--- src/rtl/ysyx_24080006_mdu_pkg.sv ---
// Shared execute-stage types for the multiply/divide unit: decoder control
// bundle, op encoding, FSM states and divide fast-path constants.
package ysyx_24080006_mdu_pkg;

    typedef enum logic [1:0] {
        MDU_MULL = 2'd0,
        MDU_MULH = 2'd1,
        MDU_DIV  = 2'd2,
        MDU_REM  = 2'd3
    } mdu_op_e;

    typedef struct packed {
        logic    mdu_enable;
        mdu_op_e mdu_op;
        logic    signed_a;
        logic    signed_b;
    } mdu_set_t;

    typedef enum logic [1:0] {
        MDU_IDLE = 2'd0,
        MDU_CALC = 2'd1,
        MDU_DONE = 2'd2
    } mdu_state_e;

    localparam logic [31:0] MDU_DIV0_Q = 32'hFFFF_FFFF;
    localparam logic [31:0] MDU_OVF_Q  = 32'h8000_0000;

    function automatic logic op_is_div(input mdu_op_e op);
        return (op == MDU_DIV) || (op == MDU_REM);
    endfunction

endpackage

--- src/rtl/ysyx_24080006_mdu_iter.sv ---
// One step of unsigned shift-add multiply or restoring divide, sharing a
// single 33-bit adder/subtractor. {hi, lo} is the 64-bit working pair.
module ysyx_24080006_mdu_iter (
    input  logic        is_div,
    input  logic [31:0] hi,
    input  logic [31:0] lo,
    input  logic [31:0] b,
    output logic [31:0] hi_nxt,
    output logic [31:0] lo_nxt
);

    logic [32:0] shifted;
    logic [32:0] add_a;
    logic [32:0] add_b;
    logic [32:0] sum;
    logic [32:0] keep;
    logic        ok;

    assign shifted = {hi, lo[31]};
    assign add_a   = is_div ? shifted : {1'b0, hi};
    assign add_b   = is_div ? ~{1'b0, b} : {1'b0, b};
    assign sum     = add_a + add_b + {32'b0, is_div};

    // Partial remainder stays below the divisor, so a set shifted[32] always
    // yields a difference below 2^32 and sum[32] alone flags a borrow.
    assign ok = ~sum[32];

    always_comb begin
        hi_nxt = hi;
        lo_nxt = lo;
        keep   = '0;
        if (is_div) begin
            hi_nxt = ok ? sum[31:0] : shifted[31:0];
            lo_nxt = {lo[30:0], ok};
        end else begin
            keep   = lo[0] ? sum : {1'b0, hi};
            hi_nxt = keep[32:1];
            lo_nxt = {keep[0], lo[31:1]};
        end
    end

endmodule

--- src/rtl/ysyx_24080006_mdu.sv ---
// RV32M iterative multiply/divide unit: 32-step shift-add / restoring divide
// on operand magnitudes, sign fix-up on the last step, valid/ready result.
module ysyx_24080006_mdu
    import ysyx_24080006_mdu_pkg::*;
(
    input  logic        clock,
    input  logic        reset_n,
    input  logic        flush,
    input  logic        in_valid,
    output logic        in_ready,
    input  mdu_set_t    mdu_set,
    input  logic [31:0] rs1_data,
    input  logic [31:0] rs2_data,
    output logic        out_valid,
    input  logic        out_ready,
    output logic [31:0] result
);

    mdu_state_e  state, state_nxt;
    logic [4:0]  cnt;
    mdu_op_e     op_q;
    logic        neg_q;
    logic [31:0] hi_q, lo_q, b_q;
    logic [31:0] hi_nxt, lo_nxt;

    logic        accept;
    logic        neg_a, neg_b, res_neg;
    logic [31:0] mag_a, mag_b;
    logic        in_div, div0, ovf, fast;
    logic [31:0] fast_res;
    logic [63:0] prod, prod_s;
    logic [31:0] fix_res;

    assign in_ready  = (state == MDU_IDLE);
    assign out_valid = (state == MDU_DONE);
    assign accept    = in_valid && mdu_set.mdu_enable && in_ready && !flush;

    assign neg_a   = mdu_set.signed_a && rs1_data[31];
    assign neg_b   = mdu_set.signed_b && rs2_data[31];
    assign mag_a   = neg_a ? -rs1_data : rs1_data;
    assign mag_b   = neg_b ? -rs2_data : rs2_data;
    assign res_neg = (mdu_set.mdu_op == MDU_REM) ? neg_a : (neg_a ^ neg_b);

    // Divide-by-zero and INT_MIN/-1 bypass the iteration entirely.
    assign in_div = op_is_div(mdu_set.mdu_op);
    assign div0   = (rs2_data == 32'd0);
    assign ovf    = mdu_set.signed_a && mdu_set.signed_b &&
                    (rs1_data == 32'h8000_0000) && (rs2_data == 32'hFFFF_FFFF);
    assign fast   = in_div && (div0 || ovf);

    always_comb begin
        fast_res = '0;
        if (div0)
            fast_res = (mdu_set.mdu_op == MDU_DIV) ? MDU_DIV0_Q : rs1_data;
        else if (mdu_set.mdu_op == MDU_DIV)
            fast_res = MDU_OVF_Q;
    end

    ysyx_24080006_mdu_iter u_iter (
        .is_div (op_is_div(op_q)),
        .hi     (hi_q),
        .lo     (lo_q),
        .b      (b_q),
        .hi_nxt (hi_nxt),
        .lo_nxt (lo_nxt)
    );

    // Final sign fix-up applied to the last step's outputs.
    assign prod   = {hi_nxt, lo_nxt};
    assign prod_s = neg_q ? -prod : prod;

    always_comb begin
        fix_res = '0;
        case (op_q)
            MDU_MULL: fix_res = prod_s[31:0];
            MDU_MULH: fix_res = prod_s[63:32];
            MDU_DIV:  fix_res = neg_q ? -lo_nxt : lo_nxt;
            MDU_REM:  fix_res = neg_q ? -hi_nxt : hi_nxt;
            default:  fix_res = '0;
        endcase
    end

    always_comb begin
        state_nxt = state;
        case (state)
            MDU_IDLE: if (accept) state_nxt = fast ? MDU_DONE : MDU_CALC;
            MDU_CALC: if (cnt == 5'd31) state_nxt = MDU_DONE;
            MDU_DONE: if (out_ready) state_nxt = MDU_IDLE;
            default:  state_nxt = MDU_IDLE;
        endcase
        if (flush) state_nxt = MDU_IDLE;
    end

    always_ff @(posedge clock or negedge reset_n) begin
        if (!reset_n) begin
            state <= MDU_IDLE;
        end else begin
            state <= state_nxt;
        end
    end

    always_ff @(posedge clock or negedge reset_n) begin
        if (!reset_n) begin
            cnt    <= '0;
            op_q   <= MDU_MULL;
            neg_q  <= 1'b0;
            hi_q   <= '0;
            lo_q   <= '0;
            b_q    <= '0;
            result <= '0;
        end else if (accept) begin
            cnt   <= '0;
            op_q  <= mdu_set.mdu_op;
            neg_q <= res_neg;
            hi_q  <= '0;
            lo_q  <= mag_a;
            b_q   <= mag_b;
            if (fast) result <= fast_res;
        end else if (state == MDU_CALC && !flush) begin
            hi_q <= hi_nxt;
            lo_q <= lo_nxt;
            cnt  <= cnt + 5'd1;
            if (cnt == 5'd31) result <= fix_res;
        end
    end

endmodule

--- config.mk ---
export PLATFORM = sky130hd
export DESIGN_NAME = ysyx_24080006_mdu
export DESIGN_NICKNAME = d
export VERILOG_FILES = /design/src/rtl/ysyx_24080006_mdu_pkg.sv /design/src/rtl/ysyx_24080006_mdu_iter.sv /design/src/rtl/ysyx_24080006_mdu.sv
export SDC_FILE = /design/constraint.sdc
export NUM_CORES = 1
export LEC_CHECK = 0
export CORE_ASPECT_RATIO = 1.2
export CORE_MARGIN = 2
export CORE_UTILIZATION = 45
export DETAILED_ROUTE_END_ITERATION = 10
export HOLD_SLACK_MARGIN = 0.02
export PLACE_DENSITY = 0.65
export SLEW_MARGIN = 20
export SYNTH_ARGS = -nofsm -noshare
export SYNTH_HDL_FRONTEND = slang
export SYNTH_SLANG_ARGS = --single-unit
--- constraint.sdc ---
create_clock -name clock -period 7.57 [get_ports clock]
set_input_delay 1.514 -clock clock [delete_from_list [all_inputs] [get_ports clock]]
set_output_delay 1.514 -clock clock [all_outputs]
set_load 0.01 [all_outputs]
==> results.ini <==
[flow_run]
max_cap_violations=0

[synthesis]
synth_simple_gate_area_share_pct=21.91
yosys.area.top_type=sky130_fd_sc_hd__dfrtp_1
synth.cell_area_um2=13520
synth_adder_area_share_pct=3.572
count_of_mapped_cells_out_of_synthesis=1716
synth_async_sr_flop_share_pct=100.0
ys.warnings.count=0
post_synth_xor_area_fraction_pct=9.977
most_used_dff_post_synth=sky130_fd_sc_hd__dfrtp_1
number_of_enable_flip_flop_cells_after_synthesis=0
avgSynthCellArea_um2=7.878
ys_seq_elements=138
top_cells_by_area_in_the_synthesized_netlist=sky130_fd_sc_hd__dfrtp_1, sky130_fd_sc_hd__o21ai_0, sky130_fd_sc_hd__nand2_1
ys_seq_area_share_pct=25.54
post_synth_most_frequent_cells=sky130_fd_sc_hd__nand2_1, sky130_fd_sc_hd__o21ai_0, sky130_fd_sc_hd__dfrtp_1
synth.most_common_cell=sky130_fd_sc_hd__nand2_1
synth_fp_nets=1828
number_of_distinct_library_cell_variants_in_the_gate_level_netlist_after_synthesis=102
synth_top_area_share_pct=25.54
share_of_the_synthesized_area_in_compound_gates_ao_oa_aoi_oai_pct=27.67
muxShareOfSynthArea_pct=7.089
synth_top_family_by_area=compound AO/OA/AOI/OAI gates

[routing]
detailedRoute.firstIterationViolations=1225
totalWireLength_um=50450
route.detailed.vias_per_inst=6.363
wl_per_cell_um=23.36
num_vias=13740
detailedRoute.firstPassIterationCount=7
detail_route.drc_violations=0
route.antenna.remaining_nets=0

[finish]
area_delta_synth_final_pct=13.93
fill_cells=2939
finish.net_count=1870
final_cells=2160
multi_input_comb_area_um2=9522
num_antenna_cells=0
layout-drive-gt1-share_pct=8.644
regArea_um2=3457

[worst_setup_path]
timing.rr.end=result[22]
worst_setup_path_end_kind=flip-flop
timing.setup.critical_path_class=reg -> reg
critical_path.startpoint_type=flip-flop
origin_of_the_critical_flop_to_flop_path=op_q[1]
worst-endpoint-arrival_ps=7070
number_of_cells_on_the_worst_reg_to_reg_path=20
critical_path_required_ps=7880
crit_path_max_fanout=77
setup_slack_of_the_worst_register_to_register_path_ps=810
crit_path_start=op_q[1]

[min_path]
holdCritStartpoint=result[1]
holdPathStages=2
hold_end=result[1]
holdCritPathClass=reg -> reg

[sta]
setup-violations-final=0
tightest_slew_ps=1087
maxSlewViolCount=0
setup_total_negative_slack_ps=0
final_hold_viol_count=0
layout_min_cycle_time_ps=6760
rsz0062_at_grt=no
worst_setup_margin_ps=809.8
fin_skew_ps=19.90
final.period_utilization_pct=89.30
slew-limit-headroom_pct=25.64
maximum_achievable_frequency_ghz=0.1479

[grt]
overflow=0
grt_antenna_before_repair=0
track_usage_pct=32.30
global_route_wire_length_before_repair_um=78570
via_count_of_the_first_global_routing_pass=13460
grt_start_max_net_pins=90

[placement]
port_buffers=107
place_hpwl_um=38640
dp_slack_ps=940.3
weighted_congestion_at_the_end_of_routability_driven_global_placement=1.059
number_of_placed_cells_counting_well_taps=2129

[clock_tree]
number_of_buffers_added_by_the_clock_tree_synthesis_step=17
clock_latency_on_the_worst_skew_pair_ps=440
cts_setup_buffers=0
clock_tree.root_cell=sky130_fd_sc_hd__clkbuf_16
htree_num_levels=4
clk_transition_reported_paths_ps=60
post_cts.resized_instances=0
clock_path_buffers=2
cts_sinks=138
cts_hold_repair.buffers=0
tritoncts_clock_tree=yes

[power]
leakage_nw=6.283
p_per_area_nw_per_um2=411.2
vdd.ir_drop.worst_mv=0.1846

[die]
fp-row-count=69
design.core.area_um2=29610
initial_core_util_pct=45.65
die_w_um=162.2
floorplan.die.height_um=193.9
floorplan.io_pins=108
area_of_the_die_um2=31450

[outcome]
status=complete, no violations

==> worst max-delay path, cell delays in order (launching register included) <==
cell                       delay [ps]
sky130_fd_sc_hd__dfrtp_4         1060
sky130_fd_sc_hd__buf_4            320
sky130_fd_sc_hd__mux2_2           350
sky130_fd_sc_hd__ha_1             390
sky130_fd_sc_hd__o21ai_0          110
sky130_fd_sc_hd__nor2_1           260
sky130_fd_sc_hd__a41oi_2          260
sky130_fd_sc_hd__a211oi_2         490
sky130_fd_sc_hd__a211oi_4          70
sky130_fd_sc_hd__buf_4            240
sky130_fd_sc_hd__mux2i_2          440
sky130_fd_sc_hd__ha_1             360
sky130_fd_sc_hd__nand3_1          280
sky130_fd_sc_hd__or2_2            400
sky130_fd_sc_hd__nor2_1           240
sky130_fd_sc_hd__nor2_1           150
sky130_fd_sc_hd__nor3_2           240
sky130_fd_sc_hd__nand4_2          230
sky130_fd_sc_hd__o21ai_1          220
sky130_fd_sc_hd__xor2_1           110
sky130_fd_sc_hd__a221o_1          350
==> cell families after synthesis <==
| group | after synthesis |
|---|---|
| simple gates | 606 |
| compound gates | 552 |
| buf+inv | 138 |
| flops | 138 |
| fa+ha+maj | 38 |
| mux | 90 |
| xor+xnor | 154 |
==> layer usage <==
layer  vias up  share of wire [%]  GRT usage, %
met1      6604                 41         40.17
met5         -                  0             0
met2       568                 46         51.84
met3       122                4.8         3.551
li1       6449                  -             -
met4         0                8.4         23.30
==> flip-flops by register name, indices dropped and copies added, names as in the netlist <==
name and flops:
neg_q 1, result 32, cnt 5, b_q 32, hi_q 32, op_q 2
lo_q 32, state 2
==> stage by stage <==
| stage | hold WS, ps | cell area [um2] | power (mW) | util (%) |
|---|---|---|---|---|
| final | 502.9 | 15400 | 6.334 | 52.01 |
| after floorplan | 458.3 | 13520 | 4.169 | - |
| after detailed placement | 472.3 | 14820 | 5.378 | 50.06 |
| after global placement | 483.1 | 14820 | 5.366 | 50.06 |
| after global routing | 533.3 | 15400 | 6.772 | 52.01 |
| after CTS | 498.4 | 15400 | 6.253 | 52.00 |
==> worst max-delay path by stage <==
| stage | to | cells after the start |
|---|---|---|
| final | result[22] | 20 |
| after global routing | result[22] | 19 |
| after CTS | result[22] | 20 |
| after detailed placement | result[22] | 20 |
| after global placement | result[22] | 19 |
| after floorplan | result[20] | 29 |
==> cell usage in the layout (no fill, tap or decap), drive strengths merged, types with 16 or more instances in the layout <==
cell and instances:
nand2 210, o21ai 183, dfrtp 138, nor2 131, a21oi 111, clkdlybuf4s50 106, xor2 78, xnor2 76
nand3 60, nor3 55, mux2i 50, mux2 40, ha 37, inv 33, o221ai 30, nand4 28
o31ai 25, buf 24, a21o 22, a211oi 22, or3 20, clkbuf 17, a22oi 17, a31oi 16
==> report_power, final <==
group	switching, mW	internal, mW
Combinational	2.63	1.56
Sequential	0.346	0.956
Clock	0.359	0.485
Total	3.33	3.00
==> layout make-up <==
type | count | share of cell area (%)
clock buffers | 17 | 2.762
clock inverters | 14 | 0.9667
inverters | 31 | 0.7555
multi-input cells | 1440 | 61.82
flip-flops and latches | 138 | 22.45
well taps | 390 | 3.168
repair buffers | 130 | 8.083
No activity file was read; power rests on OpenSTA's default activity.
